<file path="src/rtl/light_sequencer_pkg.sv">
// Shared sizes, state encoding and index helpers
// for the traffic-light phase sequencer.
package light_sequencer_pkg;

  localparam int STATES    = 6;
  localparam int ROADS     = 4;
  localparam int LIGHTS    = 5;
  localparam int COUNT_MAX = 15;

  localparam int CW = $clog2(COUNT_MAX);
  localparam int RW = $clog2(ROADS);
  localparam int LW = $clog2(STATES);

  typedef enum logic [2:0] {
    S_IDLE,
    S_FETCH,
    S_LOAD,
    S_COUNT,
    S_ALL_RED
  } seq_state_e;

  function automatic logic [RW-1:0] next_road(
    input logic [RW-1:0] r
  );
    return (r == RW'(ROADS - 1)) ? '0 : r + 1'b1;
  endfunction

  function automatic logic last_light(
    input logic [LW-1:0] p
  );
    return p == LW'(LIGHTS - 1);
  endfunction

endpackage

</file>
<file path="src/rtl/light_sequencer_phase_timer.sv">
// Loadable phase down-counter; done is registered and high while count==1.
// Ports: clk, reset_n, load, dec, value in; done out.
module phase_timer
  import light_sequencer_pkg::*;
(
  input  logic          clk,
  input  logic          reset_n,
  input  logic          load,
  input  logic          dec,
  input  logic [CW-1:0] value,
  output logic          done
);

  logic [CW-1:0] count;

  always_ff @(posedge clk or negedge reset_n) begin
    if (!reset_n) begin
      count <= '0;
      done  <= 1'b0;
    end else if (load) begin
      // a zero duration still times one cycle
      count <= (value == '0) ? CW'(1) : value;
      done  <= (value <= CW'(1));
    end else if (dec) begin
      count <= count - 1'b1;
      done  <= (count == CW'(2));
    end
  end

endmodule

</file>
<file path="src/rtl/light_sequencer.sv">
// Round-robin road/phase sequencer with memory fetch and all-red override.
// Ports: clk, reset_n, enable, emergency, timing_data in; strobes/indices out.
module light_sequencer
  import light_sequencer_pkg::*;
(
  input  logic          clk,
  input  logic          reset_n,
  input  logic          enable,
  input  logic          emergency,
  input  logic [CW-1:0] timing_data,
  output logic          timing_enable,
  output logic [RW-1:0] road_address,
  output logic [LW-1:0] light_address,
  output logic          phase_valid,
  output logic          all_red,
  output logic          cycle_done
);

  seq_state_e    state;
  logic [RW-1:0] road;
  logic [LW-1:0] phase;
  logic          t_load;
  logic          t_dec;
  logic          t_done;

  assign t_load = (state == S_LOAD) && !emergency;
  assign t_dec  = (state == S_COUNT) && !emergency;

  phase_timer u_timer (
    .clk     (clk),
    .reset_n (reset_n),
    .load    (t_load),
    .dec     (t_dec),
    .value   (timing_data),
    .done    (t_done)
  );

  always_ff @(posedge clk or negedge reset_n) begin
    if (!reset_n) begin
      state         <= S_IDLE;
      road          <= '0;
      phase         <= '0;
      timing_enable <= 1'b0;
      phase_valid   <= 1'b0;
      all_red       <= 1'b0;
      cycle_done    <= 1'b0;
    end else begin
      timing_enable <= 1'b0;
      phase_valid   <= 1'b0;
      all_red       <= 1'b0;
      cycle_done    <= 1'b0;
      if (emergency) begin
        state   <= S_ALL_RED;
        all_red <= 1'b1;
      end else begin
        unique case (state)
          S_IDLE: begin
            if (enable) begin
              state         <= S_FETCH;
              timing_enable <= 1'b1;
            end
          end
          S_FETCH: begin
            state <= S_LOAD;
          end
          S_LOAD: begin
            state       <= S_COUNT;
            phase_valid <= 1'b1;
          end
          S_COUNT: begin
            if (t_done) begin
              if (last_light(phase)) begin
                phase      <= '0;
                road       <= next_road(road);
                cycle_done <= (road == RW'(ROADS - 1));
              end else begin
                phase <= phase + 1'b1;
              end
              state         <= enable ? S_FETCH : S_IDLE;
              timing_enable <= enable;
            end else begin
              phase_valid <= 1'b1;
            end
          end
          S_ALL_RED: begin
            // interrupted phase is dropped; resume at next road
            phase         <= '0;
            road          <= next_road(road);
            state         <= enable ? S_FETCH : S_IDLE;
            timing_enable <= enable;
          end
          default: state <= S_IDLE;
        endcase
      end
    end
  end

  assign road_address  = road;
  assign light_address = phase;

endmodule

</file>
<file path="config.mk">
export PLATFORM = sky130hd
export DESIGN_NAME = light_sequencer
export DESIGN_NICKNAME = d
export VERILOG_FILES = /design/src/rtl/light_sequencer_pkg.sv /design/src/rtl/light_sequencer_phase_timer.sv /design/src/rtl/light_sequencer.sv
export SDC_FILE = /design/constraint.sdc
export NUM_CORES = 1
export LEC_CHECK = 0
export CAP_MARGIN = 20
export CORE_MARGIN = 2
export CORE_UTILIZATION = 40
export DETAILED_ROUTE_END_ITERATION = 8
export PLACE_DENSITY_LB_ADDON = 0.05
export SLEW_MARGIN = 15
export SYNTH_ARGS = -nofsm -noshare
export SYNTH_HDL_FRONTEND = slang
export SYNTH_SLANG_ARGS = --single-unit
</file>
<file path="constraint.sdc">
create_clock -name clk -period 1.31 [get_ports clk]
set_input_delay 0.262 -clock clk [delete_from_list [all_inputs] [get_ports clk]]
set_output_delay 0.262 -clock clk [all_outputs]
set_load 0.02 [all_outputs]
</file>
Word-level counts from Yosys, hierarchy flattened --
Cells that the tools add are included.
Word-level totals: flip-flop bits (word level) 17
Cells by class: $add $sub $neg 3, $lt $le $gt $ge 1, equality and inequality tests 11, mux-type cells 29, bitwise gates (word level) 1, reductions and logical operators 10
Operators by type and width (number):
- two-way mux 3 bit | 5
- one-hot mux 3 bit (5 select lines) | 1
- two-way mux 1 bit | 13
- two-way mux 4 bit | 3
- equality test 3 x 2 -> 1 bit (second input constant) | 2
- equality test 3 bit (second input constant) | 2
- two-way mux 2 bit | 3
- one-hot mux 3 bit (2 select lines) | 1
- equality test 4 x 2 -> 1 bit (second input constant) | 1
- <= comparator 4 x 1 -> 1 bit (second input constant) | 1
- logical NOT 4 bit | 1
- != test 2 x 1 -> 1 bit (second input constant) | 2
- one-hot mux 2 bit (2 select lines) | 1
- AND reduction 4 bit | 1
- nonzero test 2 bit | 2
- subtractor 4 x 1 -> 4 bit (second input constant) | 1
- adder 3 x 1 -> 3 bit (second input constant) | 1
- equality test 3 x 1 -> 1 bit (second input constant) | 1
- logical NOT 3 bit | 1
- != test 3 x 2 -> 1 bit (second input constant) | 1
- != test 3 bit (second input constant) | 1
- one-hot mux 1 bit (3 select lines) | 1
- AND reduction 3 bit | 1
- adder 2 x 1 -> 2 bit (second input constant) | 1
- other kinds (6) | 7

Longest topological paths before layout --
Gate-level depths: netlist (run 1).
depth in word-level cells 5, depth in mapped cells 5, mapped depth without buffers 5

By module --
A second synthesis (run 1) with hierarchy kept.
Second synthesis, totals: cell total of the unflattened synthesis 83, area, all modules 898.4 um^2
By module, submodules not included:
- light_sequencer | times used 1, cells an instance 53, area an instance 601.8 um^2, sequential area each 300.3 um^2
- phase_timer | times used 1, cells an instance 30, area an instance 296.5 um^2, sequential area each 125.1 um^2

Least setup slack after synthesis (run 1) --
Ideal clock, no wire load.
path kind flip-flop to flip-flop, from register phase[0], in the netlist light_address[0], to register road[0], in the netlist road_address[0], library setup time 125 ps, arrival time 1320 ps, required time 1185 ps, setup slack -135 ps, cell stages (with the launch flop) 5, buffers on the path 0, clock period less this slack 1445 ps, cells stage by stage dfrtp_1 inv_1 ha_1 a41oi_2 mux2_2
On the way: word-level cells in the longest chain between the ends 3
RTL lines:
- start: declaration | RTL line light_sequencer.sv:21 | logic [LW-1:0] phase;
- start signal: assignment | RTL line light_sequencer.sv:77 | phase <= phase + 1'b1;
- equality test 3 bit | RTL line light_sequencer_pkg.sv:31 | return p == LW'(LIGHTS - 1);
- != test 2 x 1 -> 1 bit (no line)
- AND reduction 4 bit (no line)
- end signal: assignment | RTL line light_sequencer.sv:74 | road <= next_road(road);
- end signal: assignment | RTL line light_sequencer.sv:88 | road <= next_road(road);
- end: declaration | RTL line light_sequencer.sv:20 | logic [RW-1:0] road;
No other way between the ends. A chain may end at the register's enable or synchronous reset.

Worst setup path in the final report (run 1) --
from register state[0], to register road[1], in the netlist road_address[1]
On the way: word-level cells in the longest chain between the ends 3, elaborated cells between the ends (all ways) 7, classes of those cells eq/ne (4); mux (1); reduce/logical (2)
RTL lines:
- start: declaration | RTL line light_sequencer.sv:19 | seq_state_e state;
- start signal: assignment | RTL line light_sequencer.sv:79 | state <= enable ? S_FETCH : S_IDLE;
- start signal: assignment | RTL line light_sequencer.sv:89 | state <= enable ? S_FETCH : S_IDLE;
- equality test 3 x 2 -> 1 bit or equality test 3 bit (tied branches) | RTL line light_sequencer.sv:56 | unique case (state)
- != test 2 x 1 -> 1 bit (no line) or nonzero test 2 bit (tied branches)
- AND reduction 4 bit (no line)
Parallel ways exist; a longest one is shown, timed or not.

==> results.json, run 1 <==
{
  "cap_violations": 0,
  "fp.dieH_um": 52.4,
  "power_leakage_nw": 0.596,
  "syn_area_sq_um": 937,
  "synth-seq-cells": 17,
  "r2r_end": "road_address[1]$_DFFE_PN0P_",
  "first_pass_iters": 4,
  "skew_ns": 0.00423,
  "fin_area_sq_um": 1310,
  "synth-async-reset-ratio": 1.00,
  "fillers": 209,
  "cts_tree": "built",
  "fmax_ghz": 0.746,
  "wl_per_cell_um": 12.1,
  "ctsHtreeMaxLevel": 1,
  "place.gp.congestion": 0.730,
  "numCtsBuffers": 3,
  "cts_root_buf": "clkbuf_4",
  "routed_wl_mm": 1.83,
  "syn_nets": 104,
  "layout_commonest_cell": "buf_4",
  "setup_viol": 2,
  "power_density_nw_per_um2": 1260,
  "worst_ir_drop_vdd_uv": 855,
  "n_antenna_cell": 0,
  "cts_sinks": 17,
  "drive_gt1_frac": 0.347,
  "drc_errors": 0,
  "drt_iter0_drc": 13,
  "reg2reg_slack_ns": -0.03,
  "holdBufCountCts": 0,
  "rows": 17,
  "layout_common_cells": "buf_4, dfrtp_1, nand2_1",
  "maxSlewHeadroom": 0.825,
  "syn_inst": 91,
  "dp_cells": 146,
  "cp_max_fo": 4,
  "synth_cell_types": 36,
  "r2r_start": "state[0]$_DFFE_PN0P_",
  "startpoint_type": "register",
  "syn_area_per_cell_sq_um": 10.3,
  "track_usage": 0.158,
  "clk_pin_slew_ns": 0.09,
  "clkLatencyLatePin_ns": 0.28,
  "critical_path_arrival_ns": 1.52,
  "rsz0062_at_grt": "true",
  "end_kind": "register",
  "ant_nets": 0,
  "crit_required_ns": 1.49,
  "status": "complete, but fails checks",
  "layout_min_cycle_time_ns": 1.34,
  "initial_core_util": 0.424,
  "grt_pass1_wl_mm": 3.13,
  "core_sq_um": 2210,
  "dieWidth_um": 52.4,
  "place_area_sq_um": 1250,
  "report.final.slew_viol_count": 0,
  "fin_crit_sh": 1.02,
  "antenna_found_initial": 0,
  "dieArea_sq_um": 2750,
  "reg2reg_depth": 4,
  "dp_hpwl_mm": 1.41,
  "worstSetupPathType": "reg -> reg",
  "hold_viol": 0,
  "hp-class": "in -> async",
  "fin_nets": 138,
  "synth_ff_type": "dfrtp_1",
  "syn2layout_area_growth_pct": 39.3,
  "violations": "negative setup slack",
  "grt_max_degree": 18,
  "grt-ovfl-total": 0,
  "ys_warn_count": 0,
  "cts.path.max_buffers": 2,
  "port_buffers": 16,
  "final_cells": 152,
  "worst-slew-pin-transition_ns": 0.261,
  "fin_ws_ns": -0.0312,
  "yosysSeqAreaShare": 0.454,
  "avgViaCountPerCell": 4.99,
  "synth-edff-count": 0,
  "ios": 17,
  "grt_pass1_vias": 713,
  "vias": 759
}
worst max-delay path by stage:
stage	slack, ns	to	from	cells after the start
after floorplan	-0.0008	road_address[0]$_DFFE_PN0P_	light_address[1]$_DFFE_PN0P_	4
after global placement	-0.43	u_timer.count[2]$_DFFE_PN0P_	emergency	4
after detailed placement	-0.47	u_timer.count[2]$_DFFE_PN0P_	emergency	4
after CTS	-0.03	road_address[0]$_DFFE_PN0P_	state[0]$_DFFE_PN0P_	4
after global routing	-0.09	road_address[1]$_DFFE_PN0P_	state[0]$_DFFE_PN0P_	4
final	-0.03	road_address[1]$_DFFE_PN0P_	state[0]$_DFFE_PN0P_	4
stage by stage:
step            util  power (mW)  hold WS, ns  TNS (ns)  setup WS [ns]
2_1_floorplan      -        1.13      -0.0336  -0.00155      -0.000776
6_report       0.590        1.65        0.291   -0.0617        -0.0312
5_1_grt        0.590        1.79        0.311    -0.182        -0.0913
3_5_place_dp   0.564        1.42        0.533     -4.37         -0.470
3_3_place_gp   0.564        1.41        0.527     -4.19         -0.434
4_1_cts        0.581        1.67        0.291   -0.0691        -0.0348
metal layers:
| metal | track usage | routed length [um] | vias to the layer above |
|---|---|---|---|
| li1 | - | - | 393 |
| met1 | 0.195 | 852 | 351 |
| met2 | 0.265 | 892 | 13 |
| met3 | 0.0514 | 73 | 2 |
| met4 | 0.0385 | 14 | 0 |
| met5 | 0 | 0 | - |
cells in the mapped netlist, drive strengths merged (2+ instances only):
cell type,n,area share
nand2b,2,0.013
nand4,2,0.013
inv,5,0.020
nor3b,3,0.024
o21ai,5,0.031
nand2,8,0.032
mux2,2,0.024
mux2i,2,0.021
nand3,2,0.011
ha,5,0.067
buf,5,0.049
nor4,2,0.013
nor2,5,0.020
nor3,5,0.032
o22ai,3,0.020
o31ai,2,0.016
a211oi,2,0.016
clkbuf,2,0.0080
dfrtp,17,0.45
registers in the layout, indices dropped and copies added, names as in the netlist:
register,count
u_timer.done,1
timing_enable,1
all_red,1
phase_valid,1
u_timer.count,4
state,3
road_address,2
light_address,3
cycle_done,1
final cells by class:
type	count	area, sq um	area share
inverters	5	18.8	0.0144
clock buffers	4	26.3	0.0201
flip-flops and latches	17	429	0.329
well taps	28	35.0	0.0268
repair buffers	36	300	0.230
multi-input cells	62	495	0.380
cell families after synthesis:
kind of cell | share of synthesized area
buffers and inverters | 0.0774
flip-flops | 0.454
AO/OA/AOI/OAI | 0.125
adder cells (fa/ha/maj) | 0.0668
multiplexers | 0.0454
AND/OR/NAND/NOR | 0.231
report_power, final:
part           internal (mW)  total, mW  switching [mW]  leakage, nW
logic                  0.357      0.664           0.307        0.365
registers              0.624      0.713          0.0883        0.217
clock network          0.118      0.272           0.154       0.0150
critical path, cell delays in order (launching register included):
cell and delay (ns):
dfrtp_1 0.43, buf_6 0.14, nor4b_4 0.25, a41oi_2 0.09
mux2_4 0.32
what timing repair did:
action                                  4_1_cts  5_1_grt
endpoints found under the setup margin       17        9
pin swaps                                     1        2
buffers inserted                              2        0
resized for setup                            13        9
No activity file was read; power rests on OpenSTA's default activity.
==> inputs of run 2 (changes only) <==
CORE_UTILIZATION = 45   (was 40)
GPL_ROUTABILITY_DRIVEN = 1   (was default)
PLACE_DENSITY = 0.84   (was default)
PLACE_DENSITY_LB_ADDON = default   (was 0.05)
==> run 2 against run 1 <==
Effect of this change:
- die area fell by 10%
- core utilization rose by 9.8 points
- highest routed layer unchanged
- clock power rose by 4%
- critical path depth did not move
- sequential cell count did not move
- sequential share of layout area fell by 0.97 points
- routed wire length rose by 24%
- clock-buffer cell count fell by 1
- total power rose by 5.1%
- the run still ends with negative setup slack left
==> results.json, run 2 (synthesized netlist as in run 1, its figures left out) <==
{
  "layout_commonest_cell": "buf_4",
  "worstSetupStartpoint": "state[1]$_DFFE_PN0P_",
  "dieWidth_um": 49.6,
  "maxSlewHeadroom": 0.792,
  "status": "complete, but fails checks",
  "cts_tree": "built",
  "worst_ir_drop_vdd_uv": 967,
  "layout_common_cells": "buf_4, dfrtp_1, nand2_1",
  "slowest_stage": "dfrtp_2",
  "rows": 16,
  "fin_crit_sh": 1.00,
  "critPathTopFamily": "flip-flops",
  "vias": 806,
  "startpoint_type": "register",
  "grt_max_degree": 18,
  "p_seq_frac": 0.419,
  "ios": 17,
  "drc_errors": 0,
  "numCtsBuffers": 3,
  "worst-slew-pin-transition_ns": 0.310,
  "dieArea_sq_um": 2460,
  "cpPeakStageDelay_ns": 0.46,
  "internal-power_mw": 1.11,
  "fin_ws_ns": -0.00392,
  "routed_wl_mm": 2.27,
  "clkLatencyLatePin_ns": 0.29,
  "setup_viol": 2,
  "hold_viol": 0,
  "violations": "negative setup slack",
  "hp-class": "in -> async",
  "regMostFlops": "u_timer.count",
  "whs_ns": 0.274,
  "reg2reg_slack_ns": -0.004,
  "fmax_ghz": 0.761,
  "syn2layout_area_growth_pct": 43.9,
  "critical_path_arrival_ns": 1.50,
  "end_kind": "register",
  "core_sq_um": 1960,
  "grt-ovfl-total": 0,
  "fp.dieH_um": 49.6,
  "fin_nets": 137,
  "grt_pass1_vias": 802,
  "clk_pin_slew_ns": 0.11,
  "fillers": 145,
  "critical_path_buf_inv_count": 1,
  "largest_reg_flops": 4,
  "ctsHtreeMaxLevel": 1,
  "drt_iter0_drc": 14,
  "power_density_nw_per_um2": 1290,
  "dp_cells": 141,
  "r2r_start": "state[1]$_DFFE_PN0P_",
  "p_sw_frac": 0.360,
  "power.switching_mw": 0.624,
  "skew_ns": 0.00870,
  "fin_area_sq_um": 1350,
  "post-place-ws_ns": -0.436,
  "final_cells": 150,
  "track_usage": 0.199,
  "power_leakage_nw": 0.598,
  "antenna_found_initial": 0,
  "r2r_end": "light_address[1]$_DFFE_PN0P_",
  "cap_violations": 0,
  "grt_pass1_wl_mm": 3.56,
  "ant_nets": 0,
  "cts_sinks": 17,
  "crit_required_ns": 1.50,
  "pwr-share-comb": 0.417,
  "initial_core_util": 0.478,
  "port_buffers": 16,
  "clkPwrFrac": 0.164,
  "first_pass_iters": 4,
  "setup-tns-final_ns": -0.00679,
  "place.gp.congestion": 0.784,
  "cp_max_fo": 6,
  "cts_root_buf": "clkbuf_4",
  "rsz0062_at_grt": "true",
  "dp_hpwl_mm": 1.47,
  "layout_min_cycle_time_ns": 1.31,
  "report.final.slew_viol_count": 0,
  "crit_chain": "buf_4 -> nor2_4 -> mux2i_2 -> a221o_1",
  "wl_per_cell_um": 15.2,
  "final_core_util": 0.688,
  "n_antenna_cell": 0,
  "drive_gt1_frac": 0.415,
  "worstSetupPathType": "reg -> reg",
  "power_mw": 1.73,
  "place_area_sq_um": 1220,
  "cts.path.max_buffers": 2,
  "reg2reg_depth": 4,
  "avgViaCountPerCell": 5.37
}
[run 2: metal layers]
metal  vias to the layer above  GRT usage  part of all wire
met5                         -          0                 0
met4                         0      0.125            0.0092
met2                        22      0.324              0.52
met1                       393      0.237              0.44
li1                        389          -                 -
met3                         2     0.0424             0.029
[run 2: worst max path at each step]
stage,to,slack [ns],cells past startpoint
after detailed placement,u_timer.count[0]$_DFFE_PN0P_,-0.44,4
after global placement,u_timer.count[0]$_DFFE_PN0P_,-0.37,4
final,light_address[1]$_DFFE_PN0P_,-0.004,4
after global routing,road_address[1]$_DFFE_PN0P_,-0.04,3
after CTS,road_address[1]$_DFFE_PN0P_,-0.007,3
after floorplan,road_address[0]$_DFFE_PN0P_,-0.0008,4
[run 2: power by group through the flow]
stage          Sequential [mW]  Combinational, mW  Clock, mW
2_1_floorplan            0.780              0.347          0
5_1_grt                  0.739              0.803      0.319
3_5_place_dp             0.734              0.670          0
6_report                 0.726              0.723      0.284
4_1_cts                  0.721              0.650      0.292
3_3_place_gp             0.726              0.633          0
[run 2: repair_timing]
item                       CTS  global route
setup endpoints to repair   17            16
gates resized for setup     15            19
buffers inserted             3             2
pin swaps                    3             2
hold buffers                 0             0
hold endpoints to repair     0             0
[run 2: layout make-up]
class / instances / area (sq um) / share of cell area
Timing Repair Buffer: 35 / 290 / 0.215
Clock inverter: 1 / 5.00 / 0.00371
Sequential cell: 17 / 430 / 0.319
Multi-Input combinational cell: 62 / 548 / 0.406
Tap cell: 27 / 33.8 / 0.0250
Clock buffer: 3 / 22.5 / 0.0167
Inverter: 5 / 18.8 / 0.0139
==> inputs of run 3 (changes only) <==
PLACE_DENSITY = 0.76   (was 0.84)
==> run 3 against run 2 <==
Effect of this change:
- the run still ends with negative setup slack left
- register-to-register slack worse by 0.05 ns
- clock skew is 0.0019 ns lower
- largest cell class unchanged
- hold slack hardly changed
- critical path type unchanged
- largest power group unchanged
==> results.json, run 3 (synthesized netlist as in run 1, its figures left out) <==
{
  "setup_viol": 2,
  "grt-ovfl-total": 0,
  "vias": 769,
  "p_seq_frac": 0.438,
  "initial_core_util": 0.478,
  "cts.path.max_buffers": 2,
  "power_density_nw_per_um2": 1270,
  "port_buffers": 16,
  "core_sq_um": 1960,
  "worstSetupPathType": "reg -> reg",
  "largest_reg_flops": 4,
  "dp_hpwl_mm": 1.44,
  "critical_path_arrival_ns": 1.54,
  "clkLatencyLatePin_ns": 0.29,
  "syn2layout_area_growth_pct": 38.2,
  "rows": 16,
  "violations": "negative setup slack",
  "hold_viol": 0,
  "fin_nets": 136,
  "internal-power_mw": 1.07,
  "clk_pin_slew_ns": 0.11,
  "avgViaCountPerCell": 5.16,
  "routed_wl_mm": 1.92,
  "cts_tree": "built",
  "p_sw_frac": 0.354,
  "dieWidth_um": 49.6,
  "final_core_util": 0.660,
  "layout_common_cells": "buf_4, dfrtp_1, nand2_1",
  "fmax_ghz": 0.736,
  "cts_root_buf": "clkbuf_4",
  "ant_nets": 0,
  "fp.dieH_um": 49.6,
  "numCtsBuffers": 3,
  "ios": 17,
  "drive_gt1_frac": 0.402,
  "place.gp.congestion": 0.845,
  "antenna_found_initial": 0,
  "rsz0062_at_grt": "true",
  "status": "complete, but fails checks",
  "grt_pass1_vias": 817,
  "fin_crit_sh": 1.04,
  "power_mw": 1.65,
  "power.switching_mw": 0.583,
  "cts_sinks": 17,
  "n_antenna_cell": 0,
  "post-place-ws_ns": -0.413,
  "cp_max_fo": 5,
  "worst_ir_drop_vdd_uv": 1160,
  "pwr-share-comb": 0.389,
  "worst-slew-pin-transition_ns": 0.305,
  "grt_max_degree": 18,
  "layout_commonest_cell": "buf_4",
  "report.final.slew_viol_count": 0,
  "regMostFlops": "u_timer.count",
  "maxSlewHeadroom": 0.795,
  "layout_min_cycle_time_ns": 1.36,
  "crit_required_ns": 1.49,
  "clkPwrFrac": 0.174,
  "cap_violations": 0,
  "power_leakage_nw": 0.591,
  "startpoint_type": "register",
  "dieArea_sq_um": 2460,
  "drc_errors": 0,
  "drt_iter0_drc": 13,
  "end_kind": "register",
  "wl_per_cell_um": 12.9,
  "ctsHtreeMaxLevel": 1,
  "first_pass_iters": 4,
  "track_usage": 0.181,
  "hp-class": "in -> async",
  "holdBufCountCts": 0,
  "grt_pass1_wl_mm": 3.43,
  "skew_ns": 0.00679,
  "fin_ws_ns": -0.0493
}
[run 3: cell types whose count changed in the layout (fill, tap and decap cells not counted), moves of 2 or more]
cell / previous run / this run
clkdlybuf4s15_1: 3 / 0
dlygate4sd2_1: 5 / 7
nor3b_1: 0 / 2
nor3b_2: 3 / 1
[run 3: path summary, 6_finish.rpt]
check / from / end / slack [ns] / depth (start not counted)
max: state[2]$_DFFE_PN0P_ / road_address[0]$_DFFE_PN0P_ / -0.05 / 4
min: reset_n / state[0]$_DFFE_PN0P_ / 0.27 / 2
max in group asynchronous: reset_n / light_address[0]$_DFFE_PN0P_ / 0.83 / 2
min reg2reg: state[2]$_DFFE_PN0P_ / state[1]$_DFFE_PN0P_ / 0.53 / 1
min in group clk: emergency / all_red$_DFF_PN0_ / 0.40 / 2
max reg2reg: state[2]$_DFFE_PN0P_ / road_address[0]$_DFFE_PN0P_ / -0.05 / 4
[run 3: through the flow]
step,hold WS [ns],cell area [sq um],setup TNS [ns],std cells
floorplan,-0.0336,976,-0.00155,91
global placement,0.510,1240,-3.18,144
detailed placement,0.510,1240,-3.58,144
CTS,0.276,1250,-0.0713,147
global route,0.304,1290,-0.247,149
finish,0.273,1290,-0.0951,149
[run 3: final cells by class]
cell class / instances / area [sq um]
Tap cell: 27 / 33.8
Timing Repair Buffer: 34 / 272
Fill cell: 174 / 667
Inverter: 5 / 18.8
Sequential cell: 17 / 430
Clock inverter: 1 / 5.00
Clock buffer: 3 / 22.5
Multi-Input combinational cell: 62 / 513
[run 3: timing repair]
item / in CTS / in global routing
resized for setup: 14 / 14
setup endpoints to repair: 15 / 11
pin swaps: 4 / 3
setup buffers: 0 / 2
[run 3: critical path: stages (launching register included)]
cell and delay [ns]:
dfrtp_1 0.44, buf_4 0.15, nor4b_4 0.12, a41oi_2 0.22, mux2_4 0.32
[run 3: metal layers]
layer	wire length [um]	track usage	share of wire	vias to the layer above
li1	-	-	-	386
met1	959	0.254	0.50	364
met2	862	0.267	0.45	17
met3	83	0.0364	0.043	2
met4	14	0.0880	0.0073	0
met5	0	0	0	-
[run 3: power groups by stage]
stage / registers (mW) / logic (mW) / clock network (mW)
global route: 0.739 / 0.724 / 0.318
CTS: 0.720 / 0.639 / 0.293
global placement: 0.724 / 0.670 / 0
floorplan: 0.780 / 0.347 / 0
detailed placement: 0.726 / 0.692 / 0
finish: 0.722 / 0.642 / 0.287
==> RTL edit, RTL diff (settings of run 2) <==
Change the package constant `COUNT_MAX` from 15 to 30.
--- a/src/rtl/light_sequencer_pkg.sv
+++ b/src/rtl/light_sequencer_pkg.sv
@@ -7,3 +7,3 @@
   localparam int LIGHTS    = 5;
-  localparam int COUNT_MAX = 15;
+  localparam int COUNT_MAX = 30;
 
Interface: changed (resized timing_data); port bits go from 17 to 18. The function was not compared with the original's and may differ.
==> RTL edit against run 2 <==
  * The flow still finishes with violations (negative setup slack)
  * Design area up 5.0%
  * Largest cell class unchanged
  * Sequential power down 5.9%
  * Wire length up 8.4%
  * Largest power group unchanged
  * Worst setup slack worse by 0.26 ns
  * Synthesized area up 1.9%
  * Non-clock buffer count up 9
  * Power down 13%
  * Sequential cell count up 1
==> RTL edit: results (changes against run 2) <==
| Metric | Value |
|---|---|
| Nonclk inv count | 4 (-1) |
| Iteration-0 DRC Markers | 21 (+7) |
| Slowest cell delay on critical path | 0.41 ns (-0.05 ns) |
| Final worst slack | -0.2670 ns (-0.2631 ns) |
| Peak supply drop | 0.0008343 V (-14%) |
| M3 GR Usage | 4.848% (+0.61 points) |
| Routed len/inst | 15.21 um (+0.37%) |
| Largest cells by area after synthesis | dfrtp_1, ha_1, o21ai_0 |
| #MultiIn Comb | 66 (+6.5%) |
| Data buffer area share | 25.71% (+4.2 points) |
| M1 GR Usage | 24.08% (+0.41 points) |
| Fill count | 140 (-3.4%) |
| FFs & Latches | 18 (+1) |
| Final setup fails | 14 (+12) |
| Total negative slack | -1.798 ns (-1.791 ns) |
| Drt via density | 5.580 (+3.9%) |
| End of the critical path | road_address[0]$_DFFE_PN0P_ |
| GRT Util Overall | 22.07% (+2.2 points) |
| Nets | 151 (+10%) |
| Largest net degree at the start of global routing | 19 (+1) |
| Post-CTS setup repair buffer count | 1 (-2) |
| Met3 WL post-DR | 116 um (+76%) |
| Slew @ Worst Pin | 0.3445 ns (+0.03455 ns) |
| DR WL met2 | 1.259 mm (+7.1%) |
| Post-Syn Area per Cell | 10.16 um^2 (-1.4%) |
| Crit-path leading delay family | simple AND/OR/NAND/NOR gates |
| Syn Nets | 108 (+3.8%) |
| FF/Latch Area | 450.4 um^2 (+4.7%) |
| Post-CTS sizing | 34 (+19) |
| Cell Area, Placed | 1315 um^2 (+8.0%) |
| Clk tree area frac | 1.590% (-0.45 points) |
| Switching power | 488.2 uW (-22%) |
| Count of non-CTS buffers in the layout | 44 (+26%) |
| R2R cell count | 3 (-1) |
| PD cells | 1070 nW/um^2 (-17%) |
| Slowest cell on crit path | or3b_4 |
| Violated checks | negative setup slack |
| Status | finished with violations |
| Combinational power | 554 uW (-23%) |
| Setup Slack @ Placement | -0.4067 ns (+0.02944 ns) |
| Metal-1 WL | 953 um (-5.5%) |
| Layout cells sized above 1 | 35.56% (-5.9 points) |
| Seq/Total Area, Yosys | 47.18% (+1.8 points) |
| Clock share of power | 18.3% (+1.9 points) |
| Crit. Startpoint | state[2]$_DFFE_PN0P_ |
| Vias in the first global route | 912 (+14%) |
| Area of the multi-input gates | 530.5 um^2 (-3.2%) |
| Port bufs | 17 (+1) |
| Pleak | 0.0006418 uW (+7.4%) |
| HPWL after DPL | 1.615 mm (+10%) |
| Placer Congestion | 0.8223 (+4.8%) |
| Number of flip-flops in the largest register | 5 (+1) |
| Fraction of area in registers | 31.80% (-0.11 points) |
| Vias | 904 (+12%) |
| CP Max Fanout | 4 (-2) |
| Crit path arrival time | 1.77 ns (+0.27 ns) |
[RTL edit: cell families (layout without fill, tap and decap cells)]
family | Yosys count | count (layout) | share of synthesized area [%]
fa+ha+maj | 5 | 5 | 6.553
flops | 18 | 18 | 47.18
compound gates | 20 | 20 | 12.97
buf+inv | 10 | 51 | 4.062
simple gates | 36 | 36 | 23.72
mux | 5 | 5 | 5.505
[RTL edit: worst min path at each step]
stage                                           start                           end  slack [ns]  cells after the start
after floorplan                               reset_n             all_red$_DFF_PN0_       -0.03                      0
after global placement    road_address[1]$_DFFE_PN0P_   road_address[1]$_DFFE_PN0P_        0.52                      1
after detailed placement  road_address[1]$_DFFE_PN0P_   road_address[1]$_DFFE_PN0P_        0.53                      1
after CTS                                     reset_n          state[0]$_DFFE_PN0P_        0.31                      2
after global routing                          reset_n  u_timer.count[2]$_DFFE_PN0P_        0.30                      2
final                                         reset_n          cycle_done$_DFF_PN0_        0.29                      2
